$ cat src/rtl/aes_round_ctrl.sv
`default_nettype none
// +-----------------------------------------------------------------------------+
// | aes_round_ctrl: iterative AES-128 round sequencer (state reg, AddRoundKey).  |
// | Optional AES_DEC_EN adds dec/dp_inv for decryption. Revision: 1.0           |
// +-----------------------------------------------------------------------------+
module aes_round_ctrl (
  input  logic         clk,
  input  logic         rst_n,
`ifdef AES_DEC_EN
  input  logic         dec,
  output logic         dp_inv,
`endif
  input  logic         in_valid,
  output logic         in_ready,
  input  logic [0:127] in_data,
  output logic [3:0]   rk_idx,
  input  logic [0:127] rk,
  output logic [0:127] dp_state,
  output logic         dp_last,
  input  logic [0:127] dp_result,
  output logic         out_valid,
  input  logic         out_ready,
  output logic [0:127] out_data,
  output logic         busy
);

  localparam logic [3:0] NR      = 4'd10;
  localparam logic [1:0] S_IDLE  = 2'd0;
  localparam logic [1:0] S_ROUND = 2'd1;
  localparam logic [1:0] S_HOLD  = 2'd2;

  logic [1:0]   fsm_q,   fsm_d;
  logic [0:127] state_q, state_d;
  logic [3:0]   round_q, round_d;

`ifdef AES_DEC_EN
  logic dec_q, dec_d;
`endif

  always_comb begin
    fsm_d   = fsm_q;
    state_d = state_q;
    round_d = round_q;
`ifdef AES_DEC_EN
    dec_d   = dec_q;
`endif
    case (fsm_q)
      S_IDLE: begin
        if (in_valid) begin
          state_d = in_data ^ rk;
          round_d = 4'd1;
          fsm_d   = S_ROUND;
`ifdef AES_DEC_EN
          dec_d   = dec;
`endif
        end
      end
      S_ROUND: begin
        state_d = dp_result ^ rk;
        if (round_q == NR) begin
          fsm_d = S_HOLD;
        end else begin
          round_d = round_q + 4'd1;
        end
      end
      S_HOLD: begin
        if (out_ready) begin
          fsm_d   = S_IDLE;
          round_d = 4'd0;
        end
      end
      default: begin
        fsm_d   = S_IDLE;
        round_d = 4'd0;
      end
    endcase
  end

  always_ff @(posedge clk or negedge rst_n) begin
    if (!rst_n) begin
      fsm_q   <= S_IDLE;
      state_q <= '0;
      round_q <= 4'd0;
    end else begin
      fsm_q   <= fsm_d;
      state_q <= state_d;
      round_q <= round_d;
    end
  end

`ifdef AES_DEC_EN
  always_ff @(posedge clk or negedge rst_n) begin
    if (!rst_n) begin
      dec_q <= 1'b0;
    end else begin
      dec_q <= dec_d;
    end
  end

  assign dp_inv = dec_q;

  // Decryption walks the key schedule backwards; IDLE uses the live dec input
  // because the initial AddRoundKey happens on the accepting edge.
  always_comb begin
    rk_idx = 4'd0;
    if (fsm_q == S_IDLE) begin
      rk_idx = dec ? NR : 4'd0;
    end else if (fsm_q == S_ROUND) begin
      rk_idx = dec_q ? (NR - round_q) : round_q;
    end
  end
`else
  always_comb begin
    rk_idx = 4'd0;
    if (fsm_q == S_ROUND) begin
      rk_idx = round_q;
    end
  end
`endif

  assign in_ready  = (fsm_q == S_IDLE);
  assign busy      = (fsm_q != S_IDLE);
  assign out_valid = (fsm_q == S_HOLD);
  assign out_data  = state_q;
  assign dp_state  = state_q;
  assign dp_last   = (fsm_q == S_ROUND) && (round_q == NR);

endmodule
`default_nettype wire
$ cat config.mk
export PLATFORM = sky130hd
export DESIGN_NAME = aes_round_ctrl
export DESIGN_NICKNAME = d
export VERILOG_FILES = /design/src/rtl/aes_round_ctrl.sv
export SDC_FILE = /design/constraint.sdc
export NUM_CORES = 1
export LEC_CHECK = 0
export ABC_AREA = 0
export CAP_MARGIN = 20
export CORE_AREA = 2 2 252 254
export DETAILED_ROUTE_END_ITERATION = 8
export DIE_AREA = 0 0 254 256
export PLACE_DENSITY = 0.47
export REMOVE_ABC_BUFFERS = 1
export SETUP_SLACK_MARGIN = 0.02
export SKIP_CTS_REPAIR_TIMING = 1
export SYNTH_ARGS = -nofsm -noshare
export SYNTH_HDL_FRONTEND = slang
export SYNTH_SLANG_ARGS = --single-unit
$ cat constraint.sdc
create_clock -name clk -period 1.7 [get_ports clk]
set_clock_uncertainty 0.05 [all_clocks]
set_input_delay 0.17 -clock clk [delete_from_list [all_inputs] [get_ports clk]]
set_output_delay 0.17 -clock clk [all_outputs]
set_load 0.01 [all_outputs]
==> impl_metrics.prom, run 1 <==
# TYPE chip_impl_metric gauge
chip_impl_metric{name="grt_start_max_net_pins",unit=""} 51
chip_impl_metric{name="fin_crit_sh",unit="%"} 107
chip_impl_metric{name="worst-endpoint-required",unit="ns"} 1.98
chip_impl_metric{name="finalWirelength",unit="mm"} 37.7
chip_impl_metric{name="period_needed",unit="ns"} 1.82
chip_impl_metric{name="drive_above_1_share",unit="%"} 16.1
chip_impl_metric{name="post-dp-hpwl",unit="mm"} 29.4
chip_impl_metric{name="smallest_setup_slack_after_layout",unit="ns"} -0.121
chip_impl_metric{name="vdd_ir_drop_max",unit="mV"} 0.724
chip_impl_metric{name="clkSlewWorstSetupHoldPaths",unit="ns"} 0.06
chip_impl_metric{name="multi_input_area",unit="um^2"} 4220
chip_impl_metric{name="die_area",unit="um^2"} 65000
chip_impl_metric{name="hold-worst-slack",unit="ns"} 0.191
chip_impl_metric{name="die_h",unit="um"} 256
chip_impl_metric{name="cts_max_level",unit=""} 4
chip_impl_info{name="violations",value="negative setup slack"} 1
chip_impl_info{name="yosysTopAreaCell",value="sky130_fd_sc_hd__dfrtp_1"} 1
chip_impl_info{name="layout_commonest_cell",value="sky130_fd_sc_hd__clkdlybuf4s50_1"} 1
chip_impl_metric{name="placed_cells",unit=""} 2247
chip_impl_metric{name="synth.ff_latch_count",unit=""} 134
chip_impl_metric{name="avgRoutedWirePerCell",unit="um"} 16.3
chip_impl_metric{name="maxCapViolations",unit=""} 0
chip_impl_metric{name="synth_edf_count",unit=""} 0
chip_impl_metric{name="globalplace.congestion",unit=""} 0.788
chip_impl_metric{name="standard_cell_area_after_detailed_placement",unit="um^2"} 15300
chip_impl_metric{name="finalHoldViolCount",unit=""} 0
chip_impl_metric{name="grt_pass1_wl",unit="mm"} 50.9
chip_impl_metric{name="count_of_cell_types_in_the_netlist",unit=""} 28
chip_impl_metric{name="report.final.slew_viol_count",unit=""} 0
chip_impl_metric{name="timing.critical_path.fanout_max",unit=""} 14
chip_impl_info{name="run_status",value="complete, but fails checks"} 1
chip_impl_metric{name="max_freq",unit="MHz"} 549
chip_impl_metric{name="syn_to_final_growth",unit="%"} 109
chip_impl_info{name="final_cell_mix",value="sky130_fd_sc_hd__clkdlybuf4s50_1, sky130_fd_sc_hd__dlymetal6s2s_1, sky130_fd_sc_hd__nand2_1"} 1
chip_impl_metric{name="fill_cells",unit=""} 6596
chip_impl_metric{name="viasPerCell",unit=""} 3.45
chip_impl_metric{name="synth.yosys.seq_area_share",unit="%"} 40.0
chip_impl_info{name="critical-path-top-cell-by-count",value="sky130_fd_sc_hd__buf_12"} 1
chip_impl_metric{name="placement.io_buffers",unit=""} 651
chip_impl_metric{name="detailedRoute.firstIterationViolations",unit=""} 206
chip_impl_info{name="critPathCaptureType",value="flip-flop"} 1
chip_impl_metric{name="clock_latency",unit="ns"} 0.46
chip_impl_metric{name="grt_pass1_vias",unit=""} 8327
chip_impl_metric{name="rows",unit=""} 92
chip_impl_metric{name="nNetsFinal",unit=""} 1849
chip_impl_info{name="cts_root_buffer",value="sky130_fd_sc_hd__clkbuf_16"} 1
chip_impl_metric{name="synth_top_area_share",unit="%"} 40.0
chip_impl_metric{name="max_stage_delay",unit="ns"} 0.41
chip_impl_info{name="hold_class",value="input port to asynchronous set/reset pin"} 1
chip_impl_metric{name="timing_worst_slew_pin_value",unit="ns"} 0.532
chip_impl_info{name="critPathLaunchType",value="flip-flop"} 1
chip_impl_metric{name="coreArea",unit="um^2"} 62400
chip_impl_metric{name="final_cell_count_no_fill",unit=""} 2319
chip_impl_info{name="cts_tree",value="done"} 1
chip_impl_metric{name="relSlewSlack",unit="%"} 64.5
chip_impl_metric{name="regArea",unit="um^2"} 3370
chip_impl_metric{name="numClockSinks",unit=""} 134
chip_impl_metric{name="route.detailed.drc",unit=""} 0
chip_impl_metric{name="cell_area_after_layout",unit="um^2"} 17500
chip_impl_info{name="slowest_stage",value="sky130_fd_sc_hd__dfrtp_1"} 1
chip_impl_metric{name="yosysWarnings",unit=""} 0
chip_impl_metric{name="power.density_cell_area",unit="nW/um^2"} 1620
chip_impl_info{name="setup_repair_after_global_routing_missed_its_margin",value="yes"} 1
chip_impl_info{name="crit_chain",value="nor2b_4 > buf_12 > buf_16 > buf_12 > mux2i_1 > xor2_1 > o21ai_0"} 1
chip_impl_metric{name="clockBufferDepth",unit=""} 2
chip_impl_info{name="synth.top_cells.by_area",value="sky130_fd_sc_hd__dfrtp_1, sky130_fd_sc_hd__mux2i_1, sky130_fd_sc_hd__xor2_1"} 1
chip_impl_metric{name="total_iterations_of_the_first_detailed_routing_run",unit=""} 4
chip_impl_metric{name="ys_async_sr_fraction",unit="%"} 100
chip_impl_metric{name="postSynthCellCount",unit=""} 852
chip_impl_metric{name="cellLeakagePower",unit="nW"} 8.99
chip_impl_metric{name="r2r_slack",unit="ns"} -0.12
chip_impl_metric{name="floorplan.initialDensity",unit="%"} 13.4
chip_impl_metric{name="dr_total_vias",unit=""} 8004
chip_impl_metric{name="place_ws",unit="ns"} -0.127
chip_impl_info{name="worst-setup-path-type",value="flip-flop to flip-flop"} 1
chip_impl_metric{name="grt_antenna_before_repair",unit=""} 1
chip_impl_metric{name="cts-buffers-inserted",unit=""} 17
chip_impl_metric{name="fp.dieW",unit="um"} 254
chip_impl_metric{name="finalSetupViolCount",unit=""} 80
chip_impl_metric{name="synthesis.area_per_instance",unit="um^2"} 9.85
chip_impl_metric{name="mappedNetlistArea",unit="um^2"} 8390
chip_impl_info{name="most_common_flop_cell_mapped_by_yosys",value="sky130_fd_sc_hd__dfrtp_1"} 1
chip_impl_metric{name="final_antenna_violating_net_count",unit=""} 0
chip_impl_metric{name="total_track_usage",unit="%"} 10.6
chip_impl_metric{name="pin_count",unit=""} 652
chip_impl_metric{name="overflow",unit=""} 0
chip_impl_metric{name="worst_ep_arrival_time",unit="ns"} 2.10
cell families after synthesis:
logic type               Yosys count  share of synthesized area (%)
XOR/XNOR                         128                           13.4
AND/OR/NAND/NOR                  148                           6.99
AO/OA/AOI/OAI                    138                           8.38
buffers and inverters            174                           15.7
flip-flops                       134                           40.0
multiplexers                     128                           15.3
adder cells (fa/ha/maj)            2                          0.298
routing by layer:
layer | up-vias | GRT usage, % | routed length [um]
met1 | 3684 | 11.3 | 14400
li1 | 3915 | - | -
met5 | - | 0 | 0
met3 | 30 | 3.09 | 2740
met4 | 0 | 3.56 | 731
met2 | 375 | 19.8 | 19800
area by class of cell:
class                           instances  area share (%)
Antenna cell                            1          0.0143
Inverter                                3          0.0642
Sequential cell                       134            19.2
Multi-Input combinational cell        544            24.0
Clock buffer                           21            2.63
Timing Repair Buffer                  759            47.0
Tap cell                              846            6.04
Clock inverter                         11           0.985
cells in the mapped netlist, types with 2 or more instances:
cell type	number
sky130_fd_sc_hd__nand3b_1	2
sky130_fd_sc_hd__nor2_1	5
sky130_fd_sc_hd__buf_12	7
sky130_fd_sc_hd__clkbuf_1	21
sky130_fd_sc_hd__buf_6	7
sky130_fd_sc_hd__buf_2	4
sky130_fd_sc_hd__buf_4	132
sky130_fd_sc_hd__xor2_1	128
sky130_fd_sc_hd__mux2i_1	128
sky130_fd_sc_hd__nand2_1	133
sky130_fd_sc_hd__o21ai_1	60
sky130_fd_sc_hd__ha_1	2
sky130_fd_sc_hd__inv_1	3
sky130_fd_sc_hd__and2_1	2
sky130_fd_sc_hd__o21ai_0	72
sky130_fd_sc_hd__dfrtp_1	134
per-stage QoR:
step	setup TNS, ns	util [%]	total power, mW
finish	-3.86	28.1	28.3
global route	-13.54	28.1	30.2
CTS	-8.88	25.6	26.9
detailed placement	-0.447	24.6	22.5
global placement	-0.372	24.6	22.5
floorplan	-996.87	-	8.99
path summary, 6_finish.rpt:
| path | to | depth (start not counted) | start |
|---|---|---|---|
| setup / recovery | dp_state[98] | 7 | fsm_q[1] |
| hold reg to reg | dp_state[101] | 2 | dp_state[101] |
| hold / removal | dp_state[8] | 2 | rst_n |
| setup reg to reg | dp_state[98] | 7 | fsm_q[1] |
| min in group clk | dp_state[20] | 3 | rk[20] |
| max in group asynchronous | dp_state[15] | 3 | rst_n |
sequential cells by signal, summed over array words and instances, names as in the netlist:
| signal | flops |
|---|---|
| round_q | 4 |
| fsm_q | 2 |
| dp_state | 128 |
critical path: cells and delay by family, from the launching register on:
kind / cells / cell delay [ns]
compound gates: 1 / 0.11
buf+inv: 3 / 0.50
xor+xnor: 1 / 0.19
mux: 1 / 0.23
simple gates: 1 / 0.20
flops: 1 / 0.41
where the power goes:
| group | internal, mW | switching [mW] | total (mW) |
|---|---|---|---|
| Combinational | 10.3 | 7.48 | 17.8 |
| Clock | 2.53 | 1.53 | 4.07 |
| Sequential | 4.86 | 1.61 | 6.47 |
| Total | 17.7 | 10.6 | 28.3 |
(Power assumes the default switching activity.)
==> inputs of run 2 (changes only) <==
Settings changed: CTS_CLUSTER_DIAMETER set to 30, TNS_END_PERCENT set to 50.
==> run 2 against run 1 <==
  * The flow still finishes with violations (negative setup slack)
  * Largest power group unchanged
  * Register-to-register slack is essentially flat
  * Final cell count shrank 0.13%
  * Die area is the same
  * Fmax grew 0.13%
  * Count of clock-buffer cells in the layout is the same
==> impl_metrics.prom, run 2 (same netlist as run 1, synthesis figures left out) <==
# TYPE chip_impl_metric gauge
chip_impl_info{name="run_status",value="complete, but fails checks"} 1
chip_impl_info{name="violations",value="negative setup slack"} 1
chip_impl_info{name="hold_class",value="input port to asynchronous set/reset pin"} 1
chip_impl_metric{name="r2r_worst_path_depth",unit=""} 7
chip_impl_metric{name="numClockSinks",unit=""} 134
chip_impl_metric{name="cts_max_level",unit=""} 4
chip_impl_info{name="cts_tree",value="done"} 1
chip_impl_metric{name="final_antenna_violating_net_count",unit=""} 0
chip_impl_metric{name="overflow",unit=""} 0
chip_impl_metric{name="dr_total_vias",unit=""} 8003
chip_impl_metric{name="globalplace.congestion",unit=""} 0.788
chip_impl_metric{name="clockBufferDepth",unit=""} 2
chip_impl_metric{name="finalWirelength",unit="mm"} 37.8
chip_impl_metric{name="grt_pass1_wl",unit="mm"} 50.9
chip_impl_metric{name="fin_crit_sh",unit="%"} 107
chip_impl_metric{name="max_freq",unit="MHz"} 550
chip_impl_metric{name="total_iterations_of_the_first_detailed_routing_run",unit=""} 4
chip_impl_metric{name="clock_latency",unit="ns"} 0.46
chip_impl_info{name="cts_root_buffer",value="sky130_fd_sc_hd__clkbuf_16"} 1
chip_impl_metric{name="grt_start_max_net_pins",unit=""} 51
chip_impl_metric{name="nNetsFinal",unit=""} 1846
chip_impl_metric{name="final_core_util",unit="%"} 28.0
chip_impl_metric{name="largest_reg_flops",unit=""} 128
chip_impl_info{name="setup_repair_after_global_routing_missed_its_margin",value="yes"} 1
chip_impl_metric{name="post-dp-hpwl",unit="mm"} 29.4
chip_impl_metric{name="drive_above_1_share",unit="%"} 15.9
chip_impl_metric{name="floorplan.initialDensity",unit="%"} 13.4
chip_impl_metric{name="vdd_ir_drop_max",unit="mV"} 0.723
chip_impl_metric{name="pin_count",unit=""} 652
chip_impl_metric{name="smallest_setup_slack_after_layout",unit="ns"} -0.119
chip_impl_metric{name="maxCapViolations",unit=""} 0
chip_impl_info{name="critPathCaptureType",value="flip-flop"} 1
chip_impl_info{name="crit_path_end",value="dp_state[98]"} 1
chip_impl_metric{name="grt_pass1_vias",unit=""} 8327
chip_impl_metric{name="die_h",unit="um"} 256
chip_impl_metric{name="detailedRoute.firstIterationViolations",unit=""} 216
chip_impl_metric{name="fp.dieW",unit="um"} 254
chip_impl_metric{name="cellLeakagePower",unit="nW"} 8.95
chip_impl_metric{name="report.final.slew_viol_count",unit=""} 0
chip_impl_metric{name="clkSlewWorstSetupHoldPaths",unit="ns"} 0.06
chip_impl_metric{name="relSlewSlack",unit="%"} 64.3
chip_impl_info{name="worst_setup_path_startpoint",value="fsm_q[1]"} 1
chip_impl_metric{name="placement.io_buffers",unit=""} 651
chip_impl_metric{name="cts-buffers-inserted",unit=""} 17
chip_impl_info{name="r2r_start",value="fsm_q[1]"} 1
chip_impl_metric{name="route.detailed.drc",unit=""} 0
chip_impl_metric{name="finalSetupViolCount",unit=""} 77
chip_impl_metric{name="die_area",unit="um^2"} 65000
chip_impl_metric{name="worst-endpoint-required",unit="ns"} 1.98
chip_impl_metric{name="grt_antenna_before_repair",unit=""} 1
chip_impl_metric{name="viasPerCell",unit=""} 3.46
chip_impl_metric{name="timing_worst_slew_pin_value",unit="ns"} 0.535
chip_impl_info{name="worst-setup-path-type",value="flip-flop to flip-flop"} 1
chip_impl_metric{name="period_needed",unit="ns"} 1.82
chip_impl_info{name="final_cell_mix",value="sky130_fd_sc_hd__clkdlybuf4s50_1, sky130_fd_sc_hd__dlymetal6s2s_1, sky130_fd_sc_hd__nand2_1"} 1
chip_impl_info{name="critPathLaunchType",value="flip-flop"} 1
chip_impl_metric{name="coreArea",unit="um^2"} 62400
chip_impl_metric{name="timing.critical_path.fanout_max",unit=""} 14
chip_impl_metric{name="finalHoldViolCount",unit=""} 0
chip_impl_metric{name="power.density_cell_area",unit="nW/um^2"} 1620
chip_impl_info{name="layout_commonest_cell",value="sky130_fd_sc_hd__clkdlybuf4s50_1"} 1
chip_impl_metric{name="worst_ep_arrival_time",unit="ns"} 2.10
chip_impl_metric{name="total_track_usage",unit="%"} 10.6
chip_impl_metric{name="syn_to_final_growth",unit="%"} 108
chip_impl_metric{name="rows",unit=""} 92
chip_impl_info{name="timing.rr.end",value="dp_state[98]"} 1
chip_impl_metric{name="avgRoutedWirePerCell",unit="um"} 16.3
chip_impl_metric{name="r2r_slack",unit="ns"} -0.12
chip_impl_metric{name="hold-worst-slack",unit="ns"} 0.192
-- run 2: cell count changes in the layout (fill, tap and decap cells not counted), sizes merged --
cell	previous run	this run
dlymetal6s2s	219	217
clkdlybuf4s50	423	425
buf	108	105
-- run 2: metal layers --
layer / track usage, % / vias up / wire length [um] / share of wire (%)
li1: - / 3910 / - / -
met1: 11.3 / 3686 / 14500 / 38
met2: 19.8 / 377 / 19800 / 52
met3: 3.09 / 30 / 2750 / 7.3
met4: 3.56 / 0 / 733 / 1.9
met5: 0 / - / 0 / 0
-- run 2: worst max-delay path: stages (launching register included) --
cell and delay, ns:
sky130_fd_sc_hd__dfrtp_1 0.41, sky130_fd_sc_hd__nor2b_4 0.20, sky130_fd_sc_hd__buf_12 0.17, sky130_fd_sc_hd__buf_16 0.15, sky130_fd_sc_hd__buf_12 0.18, sky130_fd_sc_hd__mux2i_1 0.23
sky130_fd_sc_hd__xor2_1 0.19, sky130_fd_sc_hd__o21ai_0 0.11
-- run 2: how the worst min path moves through the flow --
stage,slack [ns],to,startpoint,cells after the start
CTS,-0.42,dp_state[119],rst_n,1
detailed placement,0.12,dp_state[8],rst_n,1
finish,0.19,dp_state[8],rst_n,2
global placement,0.12,dp_state[8],rst_n,1
floorplan,-0.18,dp_state[0],rst_n,0
global route,0.20,dp_state[20],rst_n,2
-- run 2: metrics by stage --
stage          cell area [um^2]  power [mW]  setup slack [ns]  TNS (ns)  instances
6_report                  17500        28.2            -0.119     -3.74       2316
4_1_cts                   16000        26.9            -0.573     -8.88       2279
3_5_place_dp              15300        22.5            -0.127    -0.447       2247
2_1_floorplan              7080        8.99             -7.78   -996.87        681
5_1_grt                   17500        30.1            -0.221    -13.45       2315
3_3_place_gp              15300        22.5            -0.113    -0.372       2247
-- run 2: power by group --
part,switching (mW),internal (mW),total [mW],leakage [nW]
registers,1.62,4.85,6.47,1.57
logic,7.46,10.2,17.7,7.07
clock network,1.54,2.53,4.07,0.308
total,10.6,17.6,28.2,8.95
-- run 2: final cells by class --
type / instances / area [um^2]
Fill cell: 6606 / 44900
Clock buffer: 21 / 460
Inverter: 3 / 11.3
Antenna cell: 1 / 2.50
Clock inverter: 11 / 173
Sequential cell: 134 / 3370
Timing Repair Buffer: 756 / 8210
Multi-Input combinational cell: 544 / 4200
Tap cell: 846 / 1060
==> inputs of run 3 (changes only) <==
Settings changed: ABC_CLOCK_PERIOD_IN_PS set to 1700, CELL_PAD_IN_SITES_DETAIL_PLACEMENT set to 1, CELL_PAD_IN_SITES_GLOBAL_PLACEMENT set to 1, CORE_AREA 2 2 252 254 to 2 2 257 259, DIE_AREA 0 0 254 256 to 0 0 259 261, PLACE_DENSITY 0.47 to 0.58.
==> run 3 against run 2 <==
  * The run still ends with negative setup slack left
  * Via count grew 1.8%
  * Core utilization shrank 1.3 points
  * Flip-flop and latch count is the same
  * Combinational power is essentially flat
  * Clock power grew 3%
  * Worst hold slack lost 0.054 ns
  * Final cell count is the same
  * Critical path type unchanged
  * Largest cell class unchanged
==> impl_metrics.prom, run 3 (same netlist as run 1, synthesis figures left out) <==
# TYPE chip_impl_metric gauge
chip_impl_metric{name="diodes",unit=""} 0
chip_impl_metric{name="total_track_usage",unit="%"} 10.8
chip_impl_metric{name="finalHoldViolCount",unit=""} 0
chip_impl_metric{name="die_h",unit="um"} 261
chip_impl_metric{name="die_area",unit="um^2"} 67600
chip_impl_metric{name="place_ws",unit="ns"} -0.0673
chip_impl_metric{name="clock_latency",unit="ns"} 0.46
chip_impl_metric{name="final_cell_count_no_fill",unit=""} 2316
chip_impl_info{name="critPathCaptureType",value="flip-flop"} 1
chip_impl_metric{name="post-dp-hpwl",unit="mm"} 31.1
chip_impl_info{name="cts_root_buffer",value="sky130_fd_sc_hd__clkbuf_16"} 1
chip_impl_metric{name="timing.critical_path.fanout_max",unit=""} 6
chip_impl_metric{name="period_needed",unit="ns"} 1.76
chip_impl_metric{name="cts-buffers-inserted",unit=""} 17
chip_impl_info{name="worst-setup-path-type",value="flip-flop to flip-flop"} 1
chip_impl_metric{name="avgRoutedWirePerCell",unit="um"} 17.1
chip_impl_metric{name="grt_start_max_net_pins",unit=""} 51
chip_impl_metric{name="report.final.slew_viol_count",unit=""} 0
chip_impl_metric{name="worst-endpoint-required",unit="ns"} 2.00
chip_impl_metric{name="pin_count",unit=""} 652
chip_impl_metric{name="max_freq",unit="MHz"} 568
chip_impl_metric{name="overflow",unit=""} 0
chip_impl_metric{name="fin_crit_sh",unit="%"} 104
chip_impl_metric{name="clockBufferDepth",unit=""} 2
chip_impl_metric{name="cts_max_level",unit=""} 4
chip_impl_metric{name="total_iterations_of_the_first_detailed_routing_run",unit=""} 4
chip_impl_metric{name="r2r_slack",unit="ns"} -0.06
chip_impl_metric{name="final_antenna_violating_net_count",unit=""} 0
chip_impl_metric{name="syn_to_final_growth",unit="%"} 107
chip_impl_metric{name="placed_cells",unit=""} 2254
chip_impl_metric{name="route.detailed.drc",unit=""} 0
chip_impl_info{name="layout_commonest_cell",value="sky130_fd_sc_hd__clkdlybuf4s50_1"} 1
chip_impl_info{name="cts_tree",value="done"} 1
chip_impl_info{name="r2r_start",value="fsm_q[1]"} 1
chip_impl_info{name="timing.rr.end",value="dp_state[99]"} 1
chip_impl_metric{name="globalplace.congestion",unit=""} 0.788
chip_impl_metric{name="vdd_ir_drop_max",unit="mV"} 0.668
chip_impl_info{name="violations",value="negative setup slack"} 1
chip_impl_info{name="critPathLaunchType",value="flip-flop"} 1
chip_impl_metric{name="fp.dieW",unit="um"} 259
chip_impl_metric{name="finalWirelength",unit="mm"} 39.6
chip_impl_metric{name="grt_pass1_vias",unit=""} 8949
chip_impl_metric{name="numClockSinks",unit=""} 134
chip_impl_info{name="worst_setup_path_startpoint",value="fsm_q[1]"} 1
chip_impl_metric{name="totalNegativeSetupSlack",unit="ns"} -1.50
chip_impl_info{name="hold_class",value="input port to asynchronous set/reset pin"} 1
chip_impl_metric{name="relSlewSlack",unit="%"} 67.7
chip_impl_metric{name="drive_above_1_share",unit="%"} 14.1
chip_impl_metric{name="r2r_worst_path_depth",unit=""} 7
chip_impl_metric{name="clkSlewWorstSetupHoldPaths",unit="ns"} 0.07
chip_impl_metric{name="grt_antenna_before_repair",unit=""} 1
chip_impl_metric{name="smallest_setup_slack_after_layout",unit="ns"} -0.0601
chip_impl_info{name="run_status",value="complete, but fails checks"} 1
chip_impl_metric{name="worst_ep_arrival_time",unit="ns"} 2.06
chip_impl_metric{name="fill_cells",unit=""} 7316
chip_impl_metric{name="floorplan.initialDensity",unit="%"} 12.9
chip_impl_metric{name="largest_reg_flops",unit=""} 128
chip_impl_metric{name="placement.io_buffers",unit=""} 651
chip_impl_metric{name="grt_pass1_wl",unit="mm"} 54.2
chip_impl_metric{name="timing_worst_slew_pin_value",unit="ns"} 0.482
chip_impl_metric{name="cellLeakagePower",unit="nW"} 9.12
chip_impl_metric{name="coreArea",unit="um^2"} 65000
chip_impl_metric{name="nNetsFinal",unit=""} 1830
chip_impl_metric{name="totalPowerFinal",unit="mW"} 28.1
chip_impl_metric{name="finalSetupViolCount",unit=""} 64
chip_impl_metric{name="maxCapViolations",unit=""} 0
chip_impl_metric{name="power.density_cell_area",unit="nW/um^2"} 1610
chip_impl_info{name="final_cell_mix",value="sky130_fd_sc_hd__clkdlybuf4s50_1, sky130_fd_sc_hd__dlymetal6s2s_1, sky130_fd_sc_hd__nand2_1"} 1
chip_impl_metric{name="rows",unit=""} 94
chip_impl_metric{name="dr_total_vias",unit=""} 8151
chip_impl_metric{name="viasPerCell",unit=""} 3.52
chip_impl_info{name="setup_repair_after_global_routing_missed_its_margin",value="yes"} 1
chip_impl_metric{name="detailedRoute.firstIterationViolations",unit=""} 182
run 3: where the power goes:
part           leakage (nW)  internal [mW]  switching [mW]
combinational          7.23           9.97            7.46
sequential             1.58           4.85            1.60
clock                 0.312           2.57            1.63
total                  9.12           17.4            10.7
run 3: metal layers:
layer	GRT usage, %	wire length [um]	share of wire [%]
met5	0	10	0.025
met2	19.4	20500	52
met4	3.93	737	1.9
met3	3.91	2970	7.5
met1	11.7	15400	39
run 3: stage by stage:
| stage | instance area [um^2] | hold slack [ns] | util (%) |
|---|---|---|---|
| after floorplan | 7080 | -0.176 | - |
| final | 17400 | 0.138 | 26.7 |
| after global routing | 17400 | 0.109 | 26.7 |
| after detailed placement | 15300 | 0.0526 | 23.5 |
| after global placement | 15300 | 0.0465 | 23.5 |
| after CTS | 15900 | -0.501 | 24.4 |
run 3: area by class of cell:
type | instances | area, um^2 | area share [%]
Clock buffer | 20 | 467 | 2.68
Inverter | 3 | 11.3 | 0.0648
Tap cell | 864 | 1080 | 6.22
Sequential cell | 134 | 3370 | 19.4
Timing Repair Buffer | 740 | 8110 | 46.6
Multi-Input combinational cell | 544 | 4180 | 24.0
Clock inverter | 11 | 173 | 0.993
run 3: worst max-delay path: stages (launching register included):
cell and delay (ns):
sky130_fd_sc_hd__dfrtp_1 0.41, sky130_fd_sc_hd__nor2b_4 0.17, sky130_fd_sc_hd__buf_8 0.15, sky130_fd_sc_hd__buf_16 0.16
sky130_fd_sc_hd__buf_4 0.17, sky130_fd_sc_hd__mux2i_1 0.21, sky130_fd_sc_hd__xor2_1 0.21, sky130_fd_sc_hd__o21ai_0 0.10
run 3: worst max-delay path by stage:
| stage | end | slack [ns] | depth (start not counted) |
|---|---|---|---|
| detailed placement | dp_state[106] | -0.07 | 6 |
| global route | dp_state[13] | -0.15 | 7 |
| global placement | dp_state[64] | -0.04 | 6 |
| floorplan | dp_state[0] | -7.78 | 2 |
| CTS | dp_last | -0.54 | 4 |
| finish | dp_state[99] | -0.06 | 7 |
